$ cat src/rtl/axis_merge_arbiter.sv
// Round-robin merge of S_COUNT AXI-Stream inputs into one registered output stream.
// Per-input terminator beats are absorbed; one merged terminator goes out once every input has closed.
module axis_merge_arbiter #(
    parameter int S_COUNT    = 4,
    parameter int DATA_WIDTH = 64
) (
    input  logic                          clk,
    input  logic                          rst_n,
    input  logic                          merge_enable,
    output logic                          merge_done,
    output logic [S_COUNT-1:0]            s_axis_tready,
    input  logic [S_COUNT*DATA_WIDTH-1:0] s_axis_tdata,
    input  logic [S_COUNT-1:0]            s_axis_tlast,
    input  logic [S_COUNT-1:0]            s_axis_tvalid,
    input  logic                          m_axis_tready,
    output logic [DATA_WIDTH-1:0]         m_axis_tdata,
    output logic                          m_axis_tlast,
    output logic                          m_axis_tvalid
);

    localparam int PW = (S_COUNT > 1) ? $clog2(S_COUNT) : 1;

    typedef enum logic [1:0] {
        MERGE = 2'd0,
        TERM  = 2'd1,
        DRAIN = 2'd2
    } state_t;

    state_t                  state_q, state_d;
    logic [S_COUNT-1:0]      done_q, done_d;
    logic [PW-1:0]           ptr_q, ptr_d;
    logic                    m_valid_q, m_valid_d;
    logic [DATA_WIDTH-1:0]   m_data_q, m_data_d;
    logic                    m_last_q, m_last_d;

    logic                    load_en;
    logic                    merge_ok;
    logic                    any_grant;
    logic                    accept;
    logic [S_COUNT-1:0]      elig;
    logic [S_COUNT-1:0]      grant;
    logic [PW-1:0]           sel_idx;
    logic [DATA_WIDTH-1:0]   sel_data;
    logic                    sel_last;

    assign load_en  = !m_valid_q || m_axis_tready;
    assign merge_ok = load_en && (state_q == MERGE);
    assign elig     = s_axis_tvalid & ~done_q;

    always_comb begin
        grant     = '0;
        any_grant = 1'b0;
        sel_idx   = '0;
        for (int k = 0; k < S_COUNT; k++) begin
            if (!any_grant && elig[(int'(ptr_q) + k) % S_COUNT]) begin
                grant[(int'(ptr_q) + k) % S_COUNT] = 1'b1;
                sel_idx   = PW'((int'(ptr_q) + k) % S_COUNT);
                any_grant = 1'b1;
            end
        end
    end

    // Pass-through uses input 0 directly, so its select is fixed rather than granted.
    always_comb begin
        if (merge_enable) begin
            sel_data = s_axis_tdata[sel_idx*DATA_WIDTH +: DATA_WIDTH];
            sel_last = s_axis_tlast[sel_idx];
        end else begin
            sel_data = s_axis_tdata[DATA_WIDTH-1:0];
            sel_last = s_axis_tlast[0];
        end
    end

    always_comb begin
        if (!rst_n) begin
            s_axis_tready = '0;
        end else if (merge_enable) begin
            s_axis_tready = grant & {S_COUNT{merge_ok}};
        end else begin
            s_axis_tready = {{(S_COUNT-1){1'b0}}, load_en};
        end
    end

    assign accept     = |(s_axis_tready & s_axis_tvalid);
    assign merge_done = merge_enable && (state_q == DRAIN) && m_valid_q && m_axis_tready;

    always_comb begin
        state_d   = state_q;
        done_d    = done_q;
        ptr_d     = ptr_q;
        m_valid_d = m_valid_q;
        m_data_d  = m_data_q;
        m_last_d  = m_last_q;

        if (m_valid_q && m_axis_tready) begin
            m_valid_d = 1'b0;
        end

        if (merge_enable) begin
            case (state_q)
                MERGE: begin
                    if (&done_q) begin
                        state_d = TERM;
                    end else if (accept) begin
                        ptr_d = (sel_idx == PW'(S_COUNT-1)) ? '0 : sel_idx + 1'b1;
                        if (sel_last) begin
                            done_d[sel_idx] = 1'b1;
                        end else begin
                            m_valid_d = 1'b1;
                            m_data_d  = sel_data;
                            m_last_d  = 1'b0;
                        end
                    end
                end
                // Waiting on load_en keeps the merged terminator behind any beat still in the register.
                TERM: begin
                    if (load_en) begin
                        m_valid_d = 1'b1;
                        m_data_d  = '1;
                        m_last_d  = 1'b1;
                        state_d   = DRAIN;
                    end
                end
                DRAIN: begin
                    if (m_valid_q && m_axis_tready) begin
                        done_d  = '0;
                        ptr_d   = '0;
                        state_d = MERGE;
                    end
                end
                default: begin
                    state_d = MERGE;
                end
            endcase
        end else if (accept) begin
            m_valid_d = 1'b1;
            m_data_d  = sel_data;
            m_last_d  = sel_last;
        end
    end

    always_ff @(posedge clk or negedge rst_n) begin
        if (!rst_n) begin
            state_q   <= MERGE;
            done_q    <= '0;
            ptr_q     <= '0;
            m_valid_q <= 1'b0;
            m_data_q  <= '0;
            m_last_q  <= 1'b0;
        end else begin
            state_q   <= state_d;
            done_q    <= done_d;
            ptr_q     <= ptr_d;
            m_valid_q <= m_valid_d;
            m_data_q  <= m_data_d;
            m_last_q  <= m_last_d;
        end
    end

    assign m_axis_tvalid = m_valid_q;
    assign m_axis_tdata  = m_data_q;
    assign m_axis_tlast  = m_last_q;

endmodule

$ cat config.mk
export PLATFORM = sky130hd
export DESIGN_NAME = axis_merge_arbiter
export DESIGN_NICKNAME = d
export VERILOG_FILES = /design/src/rtl/axis_merge_arbiter.sv
export SDC_FILE = /design/constraint.sdc
export NUM_CORES = 1
export LEC_CHECK = 0
export CAP_MARGIN = 10
export CORE_AREA = 2 2 131 133
export CTS_CLUSTER_DIAMETER = 100
export DETAILED_ROUTE_END_ITERATION = 7
export DIE_AREA = 0 0 133 135
export HOLD_SLACK_MARGIN = 0.06
export PLACE_DENSITY = 0.74
export SKIP_CTS_REPAIR_TIMING = 1
export SLEW_MARGIN = 10
export SYNTH_ARGS = -nofsm -noshare
export SYNTH_HDL_FRONTEND = slang
export SYNTH_SLANG_ARGS = --single-unit
$ cat constraint.sdc
create_clock -name clk -period 3.4 [get_ports clk]
set_input_delay 0.68 -clock clk [delete_from_list [all_inputs] [get_ports clk]]
set_output_delay 0.68 -clock clk [all_outputs]
set_load 0.01 [all_outputs]
### Yosys cells after proc, flatten, opt, wreduce, memory -nomap -nowiden

Index checks and enable logic that the tools add are counted.

| storage, ports and cells | value |
|---|---|
| input bits | 268 |
| bits in registers | 74 |
| output and inout port bits | 71 |
| word-level logic and storage cells | 149 |

| cells by class | value |
|---|---|
| bitwise operators | 11 |
| add/subtract/negate cells | 4 |
| shifts and indexed selects | 1 |
| $lt $le $gt $ge | 10 |
| reductions and logical operators | 30 |
| equality and inequality tests | 14 |
| multiplexer cells | 73 |

Operator list:

| cell | count |
|---|---|
| 2-to-1 mux 64 bit | 7 |
| variable part select 256 x 9 -> 64 bit | 1 |
| case mux 64 bit (2 select lines) | 1 |
| 2-to-1 mux 4 bit | 10 |
| 2-to-1 mux 1 bit | 30 |
| 2-to-1 mux 2 bit | 10 |
| OR 4 bit | 4 |
| logical AND 1 bit | 13 |
| AND 4 bit | 3 |
| less-than comparator 3 x 4 -> 1 bit, second input constant | 3 |
| AND reduction 6 bit | 2 |
| binary-select mux 1 bit (select 2 bit) | 5 |
| demux 1 bit (select 2 bit) | 5 |
| >= comparator 3 x 1 -> 1 bit, second input constant | 3 |
| != test 3 bit, second input constant | 3 |
| != test 2 bit, second input constant | 4 |
| case mux 4 bit (2 select lines) | 1 |
| AND reduction 4 bit | 2 |
| less-than comparator 2 x 3 -> 1 bit, second input constant | 2 |
| case mux 2 bit (3 select lines) | 1 |
| OR reduction 2 bit | 3 |
| AND reduction 5 bit | 1 |
| adder 2 x 1 -> 2 bit, second input constant | 2 |
| adder 2 bit, second input constant | 2 |
| 15 further kinds | 25 |

### Depth between registers and ports, before layout

Gate-level depths: netlist (run 1).

| logic depth | value |
|---|---|
| depth in word-level cells | 23 |
| mapped depth | 15 |
| depth with buffers taken out | 11 |

### Worst setup path after synthesis (run 1)

No wires, ideal clock.

| path | value |
|---|---|
| path type | flip-flop to flip-flop |
| start | reg ptr_q[1] |
| end | reg m_data_q[0], in the netlist m_axis_tdata[0] |
| buffers on the path | 4 |
| library setup time | 0.125 ns |
| cell stages (with the launch flop) | 14 |
| data required time | 3.275 ns |
| data arrival time | 3.392 ns |
| clock period less this slack | 3.517 ns |
| slack | -0.117 ns |
| path through | dfrtp_1 clkbuf_1 inv_1 ha_1 clkbuf_1 mux4_2 and2_4 o31ai_4 inv_2 mux2i_1 a31oi_1 buf_2 buf_4 mux2_2 |

| between the ends | value |
|---|---|
| word-level cells in the longest chain between the ends | 20 |
| elaborated cells on any way between the ends | 80 |
| classes of those cells | add/sub: 3; order compare: 8; eq/ne: 2; shift: 1; mux: 42; bitwise: 8; reduce/logical: 16 |

RTL lines:

| what | line | source |
|---|---|---|
| start, declared | 31 | `logic [PW-1:0] ptr_q, ptr_d;` |
| start signal, assigned | 153 | `ptr_q <= ptr_d;` |
| parallel branches: the longest is 20 deep, another holds adder 2 x 1 -> 2 bit | n/a |  |
| end signal, assigned | 155 | `m_data_q <= m_data_d;` |
| end, declared | 33 | `logic [DATA_WIDTH-1:0] m_data_q, m_data_d;` |

Several ways; the timed one is not identified. The select of a mux whose other input is x is not followed.
A chain may end at the register's enable or synchronous reset.

### Worst setup path after layout (run 1)

| path | value |
|---|---|
| start | reg ptr_q[1] |
| end | out s_axis_tready[1] |

| between the ends | value |
|---|---|
| word-level cells in the longest chain between the ends | 16 |
| elaborated cells on any way between the ends | 59 |
| classes of those cells | add/sub: 3; order compare: 8; mux: 28; bitwise: 7; reduce/logical: 13 |

RTL lines:

| what | line | source |
|---|---|---|
| adder 2 x 1 -> 2 bit | 55, 56 |  |
| OR reduction 2 bit (no line) | n/a |  |
| AND 1 bit (no line) | n/a |  |
| less-than comparator 3 x 4 -> 1 bit (implied by the code) or >= comparator 3 x 1 -> 1 bit (tied branches) | 56 | `grant[(int'(ptr_q) + k) % S_COUNT] = 1'b1;` |
| logical AND 1 bit (implied by the code) | 56 |  |
| 2-to-1 mux 1 bit (implied by the code) | 56 |  |
| demux 1 bit (select 2 bit) | 56 |  |
| OR 4 bit (no line) | n/a |  |
| 2-to-1 mux 4 bit | 55 | `if (!any_grant && elig[(int'(ptr_q) + k) % S_COUNT]) begin` |
| OR 4 bit (no line) | n/a |  |
| 2-to-1 mux 4 bit | 55 |  |
| OR 4 bit (no line) | n/a |  |
| 2-to-1 mux 4 bit (*) | 55 |  |
| AND 4 bit (*) | 78 | `s_axis_tready = grant & {S_COUNT{merge_ok}};` |
| 2-to-1 mux 4 bit (*) | 77 | `end else if (merge_enable) begin` |
| 2-to-1 mux 4 bit (*) | 75 | `if (!rst_n) begin` |
| end, declared | 11 | `output logic [S_COUNT-1:0] s_axis_tready,` |

Every way passes the cells marked *; elsewhere a longest branch is shown, timed or not. The select of a mux whose other input is x is not followed.

==> results.md, run 1 <==
- In this run the worst setup path terminates at s_axis_tready[1].
- The worst-path maximum fanout is 6.
- The count of unresolved DRC violations after routing is 16.
- The number of nets in the final layout is approximately 1,300.
- The detailed-placement wirelength estimate is about 18,000 um.
- Data arrives at the worst endpoint at 2610 ps.
- Clock tree synthesis inserted a total of 9 buffers.
- The worst-case register-to-register setup slack is 150 ps.
- Static timing analysis puts the maximum clock frequency at 0.304 GHz.
- The combined global-route utilization of all metal layers is 23.7%.
- The post-route fraction of the period consumed by the critical path is 96.8%.
- In this run the count of I/O pins placed on the die edge is 339.
- The starting density of the core is 34.5%.
- The worst-case setup slack after placement is -351 ps.
- The number of library cell types mapped by synthesis is 53.
- The cell sitting at the root of the clock tree is a sky130_fd_sc_hd__clkbuf_16.
- In this run the number of H-tree levels came out at 3.
- The checks that failed: design-rule violations.
- Tracing the worst setup path back leads to its startpoint at ptr_q[1]$_DFFE_PN0P_.
- The length of the first detailed-routing pass in iterations is 8.
- The number of buffers inserted by port buffering is 338.
- The number of antenna violations at the first check in global routing was 1.
- Yosys instantiated no cell more often than sky130_fd_sc_hd__inv_1.
- The pin count of the biggest net entering global routing is 42.
- The total via count after detailed routing is 6,232.
- The clock tree from TritonCTS is built.
- Dividing the detail-routed via count by the number of cells gives between 5 and 6.
- Once detail routing completed, the nets flagged for antenna violations numbered 0.
- After layout, the design draws a total of 9.48 mW.
- The share of synthesized area in the top cell type comes to 32.7%.
- The endpoint identified for the worst register-to-register timing path is m_axis_tdata[27]$_DFFE_PN0P_.
- The layout has 1,364 filler cells.
- The number of slew-limit violations in the final report is 0.
- The worst setup path is launched from a register.
- The most frequently used flop master after synthesis is sky130_fd_sc_hd__dfrtp_1.
- The worst register-to-register path has a depth of 15.
- After synthesis, the share of flip-flops with an asynchronous set or reset is 100%.
- In the post-synthesis netlist, the biggest area contributors are sky130_fd_sc_hd__dfrtp_1, sky130_fd_sc_hd__mux2_2, sky130_fd_sc_hd__mux2i_1.
- The area growth from synthesis to layout is 81.5%.
- The area of the die is 18,000 um^2.
- The clock input transition at the sequential cells of the worst setup and hold paths is about 50 ps.
- The tightest hold margin is 158 ps.
- Clock tree synthesis found a total of 74 sinks.
- The routed wire length per instance is 18.7 um.
- During synthesis, Yosys emitted a total of 0 warnings.
- After synthesis, flip-flops and latches occupy roughly a third of the total area.
- For the pin with the worst max-slew slack, the measured transition is 578 ps.
- The final weighted congestion of routability-driven global placement is 0.952.
- Dividing total power by cell area gives a power density of 922 nW/um^2.
- The hold violation total from the final report was 0.
- On the worst path, the slowest cell contributes a delay of 400 ps.
- The number of global-route vias before repair is about 6,200.
- Setup slack on the critical path of the routed design comes to 110 ps.
- A synthesized cell averages 9.74 um^2.
- The total nets after synthesis is 862.
- The count of cells in the finished layout, fillers not included, comes to ~1,200.
- The total area inside the core boundary comes to about 16,000 um^2.
- The routed design has 22,500 um of wire.
- For this design the static power due to leakage is around 4.7 nW.
- The worst path needs 3290 ps of the cycle, external delays included.
- The post-route netlist has 19.3% of its cells at a drive strength greater than 1.
- The first global-routing pass estimated 33,100 um of wire.
- The post-synthesis instance area is ~5700 um^2.
- On the final layout, the worst clock skew is 8.33 ps.
- The max-capacitance violation count is 0.
- The floorplan has 47 rows.
- The buffer levels on the longest clock path is 2.
- The later pin in the worst-skew pair is clocked with a latency of 330 ps.
- In this run, synthesis produced a sequential element count of between 70 and 80.
- STA puts the critical path data required time at 2720 ps.
- The number of synthesized flops with an enable pin is 0.
- The worst slew margin relative to its limit is 61.0%.
- The x dimension of the die is 133 um.
- The worst ir drop on vdd is approximately 0.70 mV.
- Setup repair after global routing could not meet its margin everywhere.
- Global routing finished with a remaining overflow of 0.
- The path type of the worst setup path is register to output port.
- The worst setup path is captured at an output port.
- The number of cells on the critical path is 10.
- The run finished, with violations left.
- The commonest cells after synthesis are sky130_fd_sc_hd__inv_1, sky130_fd_sc_hd__dfrtp_1, sky130_fd_sc_hd__mux2i_1.
- The beginning of the worst register-to-register path is ptr_q[1]$_DFFE_PN0P_.
- Among the stages of the critical path, the cell type that occurs most often is sky130_fd_sc_hd__buf_4.
- The critical path contains buffers and inverters numbering 5 combined.
- After detailed placement, the design holds a cell count of 1,171.
- The worst hold-check path type is input port to async pin.
- The cell type with the highest aggregate area in the netlist is sky130_fd_sc_hd__dfrtp_1.
- Walking the worst path, the cells encountered are inv_1, ha_2, buf_4, mux4_2, buf_4, buf_4, a221o_1, o21ai_0, a21oi_1, dlymetal6s2s_1.
- The final-layout setup total negative slack is 0 ps.
- The starting DRC count in detailed routing is about 470.
- The height of the die is 135 um.
- The cell with the largest stage delay on the worst path is sky130_fd_sc_hd__ha_2.
- The count of endpoints failing setup in the final report is 0.
- Synthesis produced a netlist whose cell count is 582.
- The kind of cell with the highest combined delay along the critical path is buffers and inverters.
-- area by class of cell --
type | instances | area, um^2 | area share (%)
antenna | 1 | 2.50 | 0.0243
clock inverter | 2 | 12.5 | 0.122
clock buffer | 14 | 254 | 2.47
multi-input combinational | 332 | 3150 | 30.6
inverter | 137 | 517 | 5.02
tap | 220 | 275 | 2.68
timing repair buffer | 423 | 4220 | 41.1
sequential | 74 | 1850 | 18.0
-- per-layer routing --
metal / wire, um / track usage, % / vias up
met3: 1910 / 6.31 / 41
met2: 11300 / 42.1 / 329
met4: 587 / 9.68 / 0
met1: 8770 / 27.0 / 2944
li1: - / - / 2918
met5: 0 / 0 / -
-- power by group --
part | switching [mW] | internal, mW
sequential | 0.271 | 1.35
clock | 0.353 | 0.514
combinational | 3.13 | 3.87
-- logic make-up after synthesis --
group,share of synthesized area [%]
buf+inv,13.7
fa+ha+maj,2.65
compound gates,19.4
flops,32.7
mux,25.6
simple gates,6.03
-- placed cells by master (no fill, tap or decap), drive strengths merged, types with 3 or more instances in the layout --
cell and count:
clkdlybuf4s50 329, inv 137, buf 83, dfrtp 74
mux2i 66, mux2 66, a222oi 65, clkbuf 17
ha 12, nand2 11, a21oi 11, o21ai 10
nand3 9, dlymetal6s2s 8, nor2 8, o211ai 7
nor3 7, nand2b 6, nor2b 5, a211oi 4
a22o 4, and2 4, nor3b 3, a221oi 3
a22oi 3
-- metrics by stage --
stage	instance area, um^2	util, %
floorplan	5670	-
global placement	9730	59.3
detailed placement	9730	59.3
CTS	10000	60.9
global route	10300	62.7
finish	10300	62.7
-- sequential cells by signal (all words and copies together), names as in the netlist --
| register | count |
|---|---|
| state_q | 2 |
| m_axis_tlast | 1 |
| done_q | 4 |
| ptr_q | 2 |
| m_axis_tvalid | 1 |
| m_axis_tdata | 64 |
-- worst min path at each step --
| stage | cells after the start | from | slack (ps) | to |
|---|---|---|---|---|
| final | 1 | rst_n | 160 | ptr_q[0]$_DFFE_PN0P_ |
| after global placement | 1 | m_axis_tlast$_DFFE_PN0P_ | 470 | m_axis_tlast$_DFFE_PN0P_ |
| after global routing | 1 | rst_n | 140 | ptr_q[0]$_DFFE_PN0P_ |
| after floorplan | 0 | rst_n | 380 | done_q[0]$_DFFE_PN0P_ |
| after CTS | 1 | rst_n | 140 | ptr_q[0]$_DFFE_PN0P_ |
| after detailed placement | 1 | m_axis_tlast$_DFFE_PN0P_ | 480 | m_axis_tlast$_DFFE_PN0P_ |
No activity file was read; power rests on OpenSTA's default activity.
==> run 2, diff against run 1 <==
- HOLD_SLACK_MARGIN: 0.06 -> 0.12
- SKIP_CTS_REPAIR_TIMING: 1 -> not set
==> run 2 against run 1 <==
Flip-flop and latch count unchanged. Routed wire length up 0.14%. Register-to-register slack about the same. Global-route usage up 0.66 points. Fmax up 0.52%. Non-clock buffer count up 5. Setup slack better by 17 ps. The run still ends with design-rule violations left. Die area unchanged. Sequential power about the same.
==> results.md, run 2 (same netlist as run 1, synthesis figures left out) <==
- The flow ran to the end, but the final reports show violations.
- The checks that failed: design-rule violations.
- The final critical delay including setup and external delays is 3270 ps (-17.0 ps).
- The layout cell share with drive strength beyond 1 was 20.1% (+0.71 points).
- The x dimension of the die is 133 um (unchanged).
- The number of nets in the final layout was 1,262 (+0.40%).
- The tightest hold margin is 158 ps (-0.219 ps).
- The count of unresolved DRC violations after routing is 11 (-5).
- The number of buffers inserted by port buffering is 338 (unchanged).
- The hold-fix buffer count after cts is 0.
- The hold violation total from the final report is 0 (unchanged).
- The total overflow reported by the global router is 0 (unchanged).
- The slew at the pin closest to its max-slew limit is 573 ps (-5.42 ps).
- The worst endpoint data arrival time is 2590 ps (-20 ps).
- The final clock skew was 9.87 ps (+1.54 ps).
- The final core area utilization is 63.0% (+0.36 points).
- The average via count per standard cell is 5.16 (-0.46%).
- The number of sinks handled by clock tree synthesis is 74 (unchanged).
- The required time reported for the critical path endpoint came to 2720 ps (about the same).
- The total I/O pin count was 339 (unchanged).
- The number of filler instances in the final layout is 1,346 (-1.3%).
- The worst ir drop on vdd is 0.695 mV (-0.25%).
- The leakage power was 4.66 nW (-0.82%).
- The area of the die is 18,000 um^2 (unchanged).
- The number of slew-limit violations in the final report is 0 (unchanged).
- The total via count after detailed routing is 6,229 (-0.048%).
- The clock insertion delay at the later pin of the skew report came to 340 ps (about the same).
- The length of the first detailed-routing pass in iterations is 8 (unchanged).
- The pin count of the biggest net entering global routing is 42 (unchanged).
- The final-layout setup total negative slack is 0 ps (unchanged).
- The placement row count is 47 (unchanged).
- The max-capacitance violation count came to 0 (unchanged).
- STA classifies the critical path endpoint as an output port.
- The count of placed standard cells including taps was 1,171 (unchanged).
- The clock input transition at the sequential cells of the worst setup and hold paths came to 50 ps (about the same).
- The wire length reported by the detailed router is 22,600 um (+0.14%).
- In this run the clock root is driven by a sky130_fd_sc_hd__clkbuf_16.
- The depth of the most critical reg-to-reg path is 14 (-1).
- The worst slew margin relative to its limit is 61.4% (+0.36 points).
- Setup repair after global routing left no endpoint under its margin.
- Leaving out fill and tap cells, the most frequent cells in the layout are sky130_fd_sc_hd__clkdlybuf4s50_1, sky130_fd_sc_hd__inv_1, sky130_fd_sc_hd__dfrtp_1.
- The number of buffers created by CTS is 9 (unchanged).
- The fmax came to 0.306 GHz (+0.52%).
- The worst setup margin is 127 ps (+17.0 ps).
- From synthesis to final layout, the design area changed by 82.5%.
- The number of flip-flops in the largest register came to 64 (unchanged).
- The height of the die was 135 um (unchanged).
- The clock tree from TritonCTS is built.
- The routed wire length per instance is 18.7 um (-0.27%).
- The worst-case register-to-register setup slack is 140 ps (about the same).
- The count of endpoints failing setup in the final report is 0 (unchanged).
- The worst-case setup slack after placement is -351 ps (unchanged).
- The final weighted congestion of routability-driven global placement is 0.952 (unchanged).
- The worst hold-check path type is input port to async pin.
- The core outline area is 16,400 um^2 (unchanged).
- The remaining number of nets flagged by the antenna check after routing came to 0 (unchanged).
- By startpoint and endpoint, the worst setup path is classified as input port to output port.
- The combined global-route utilization of all metal layers is 24.3% (+0.66 points).
- The starting DRC count in detailed routing came to 442 (-6.6%).
- The number of global-route vias before repair is 6,342 (+1.7%).
- The power density over the cells came to 934 nW/um^2 (+1.3%).
- The count of H-tree levels built during CTS came to 3 (unchanged).
- The type of element launching the critical path is an input port.
- The number of cells in the finished layout apart from fillers is 1,208 (+0.42%).
- The starting density of the core is 34.5% (unchanged).
- The most common cell after layout, fill and taps aside is sky130_fd_sc_hd__clkdlybuf4s50_1.
- The global-route wire length before repair is 33,900 um (+2.5%).
- The worst-path maximum fanout is 3 (-3).
- The post-route fraction of the period consumed by the critical path came to 96.3% (-0.50 points).
- The detailed-placement wirelength estimate is 17,700 um (unchanged).
- The number of antenna violations at the first check in global routing is 1 (unchanged).
- The buffer levels on the longest clock path is 2 (unchanged).
-- run 2: path summary, 6_finish.rpt --
check | start | end
max reg2reg | ptr_q[1]$_DFFE_PN0P_ | m_axis_tdata[4]$_DFFE_PN0P_
min in group clk | m_axis_tlast$_DFFE_PN0P_ | m_axis_tlast$_DFFE_PN0P_
min | rst_n | ptr_q[0]$_DFFE_PN0P_
max | s_axis_tvalid[2] | s_axis_tready[3]
max in group asynchronous | rst_n | m_axis_tdata[39]$_DFFE_PN0P_
min reg2reg | m_axis_tlast$_DFFE_PN0P_ | m_axis_tlast$_DFFE_PN0P_
-- run 2: layout make-up --
| cell class | count | area (um^2) | area share, % |
|---|---|---|---|
| Clock inverter | 2 | 12.5 | 0.121 |
| Inverter | 137 | 517 | 5.00 |
| Antenna cell | 1 | 2.50 | 0.0242 |
| Timing Repair Buffer | 428 | 4280 | 41.4 |
| Sequential cell | 74 | 1850 | 17.9 |
| Multi-Input combinational cell | 332 | 3150 | 30.4 |
| Clock buffer | 14 | 254 | 2.46 |
| Tap cell | 220 | 275 | 2.66 |
-- run 2: repair_timing --
action / 4_1_cts / 5_1_grt
pin swaps: 2 / 5
gates cloned: 2 / 3
endpoints found under the hold margin: 0 / 0
gates resized for setup: 25 / 27
setup buffers: 11 / 7
setup endpoints to repair: 4 / 71
-- run 2: stage by stage --
stage / power [mW] / instance area [um^2]
2_1_floorplan: 5.51 / 5670
3_3_place_gp: 8.11 / 9730
3_5_place_dp: 8.16 / 9730
4_1_cts: 9.43 / 10200
5_1_grt: 10.2 / 10300
6_report: 9.66 / 10300
-- run 2: metal layers --
layer / track usage [%] / routed length [um]
met2: 42.9 / 11100
met5: 0 / 0
met4: 10.5 / 729
met3: 6.16 / 1900
met1: 28.1 / 8800
-- run 2: critical path: stages --
cell	delay [ps]
sky130_fd_sc_hd__clkdlybuf4s15_1	200
sky130_fd_sc_hd__nor2b_4	140
sky130_fd_sc_hd__mux4_2	500
sky130_fd_sc_hd__a222oi_1	460
sky130_fd_sc_hd__nand2_1	120
sky130_fd_sc_hd__o21ai_0	110
sky130_fd_sc_hd__a21oi_1	80
sky130_fd_sc_hd__dlygate4sd2_1	290
-- run 2: power by group --
group	switching, mW	internal (mW)
logic	3.16	4.00
registers	0.279	1.35
clock network	0.356	0.514
total	3.79	5.87
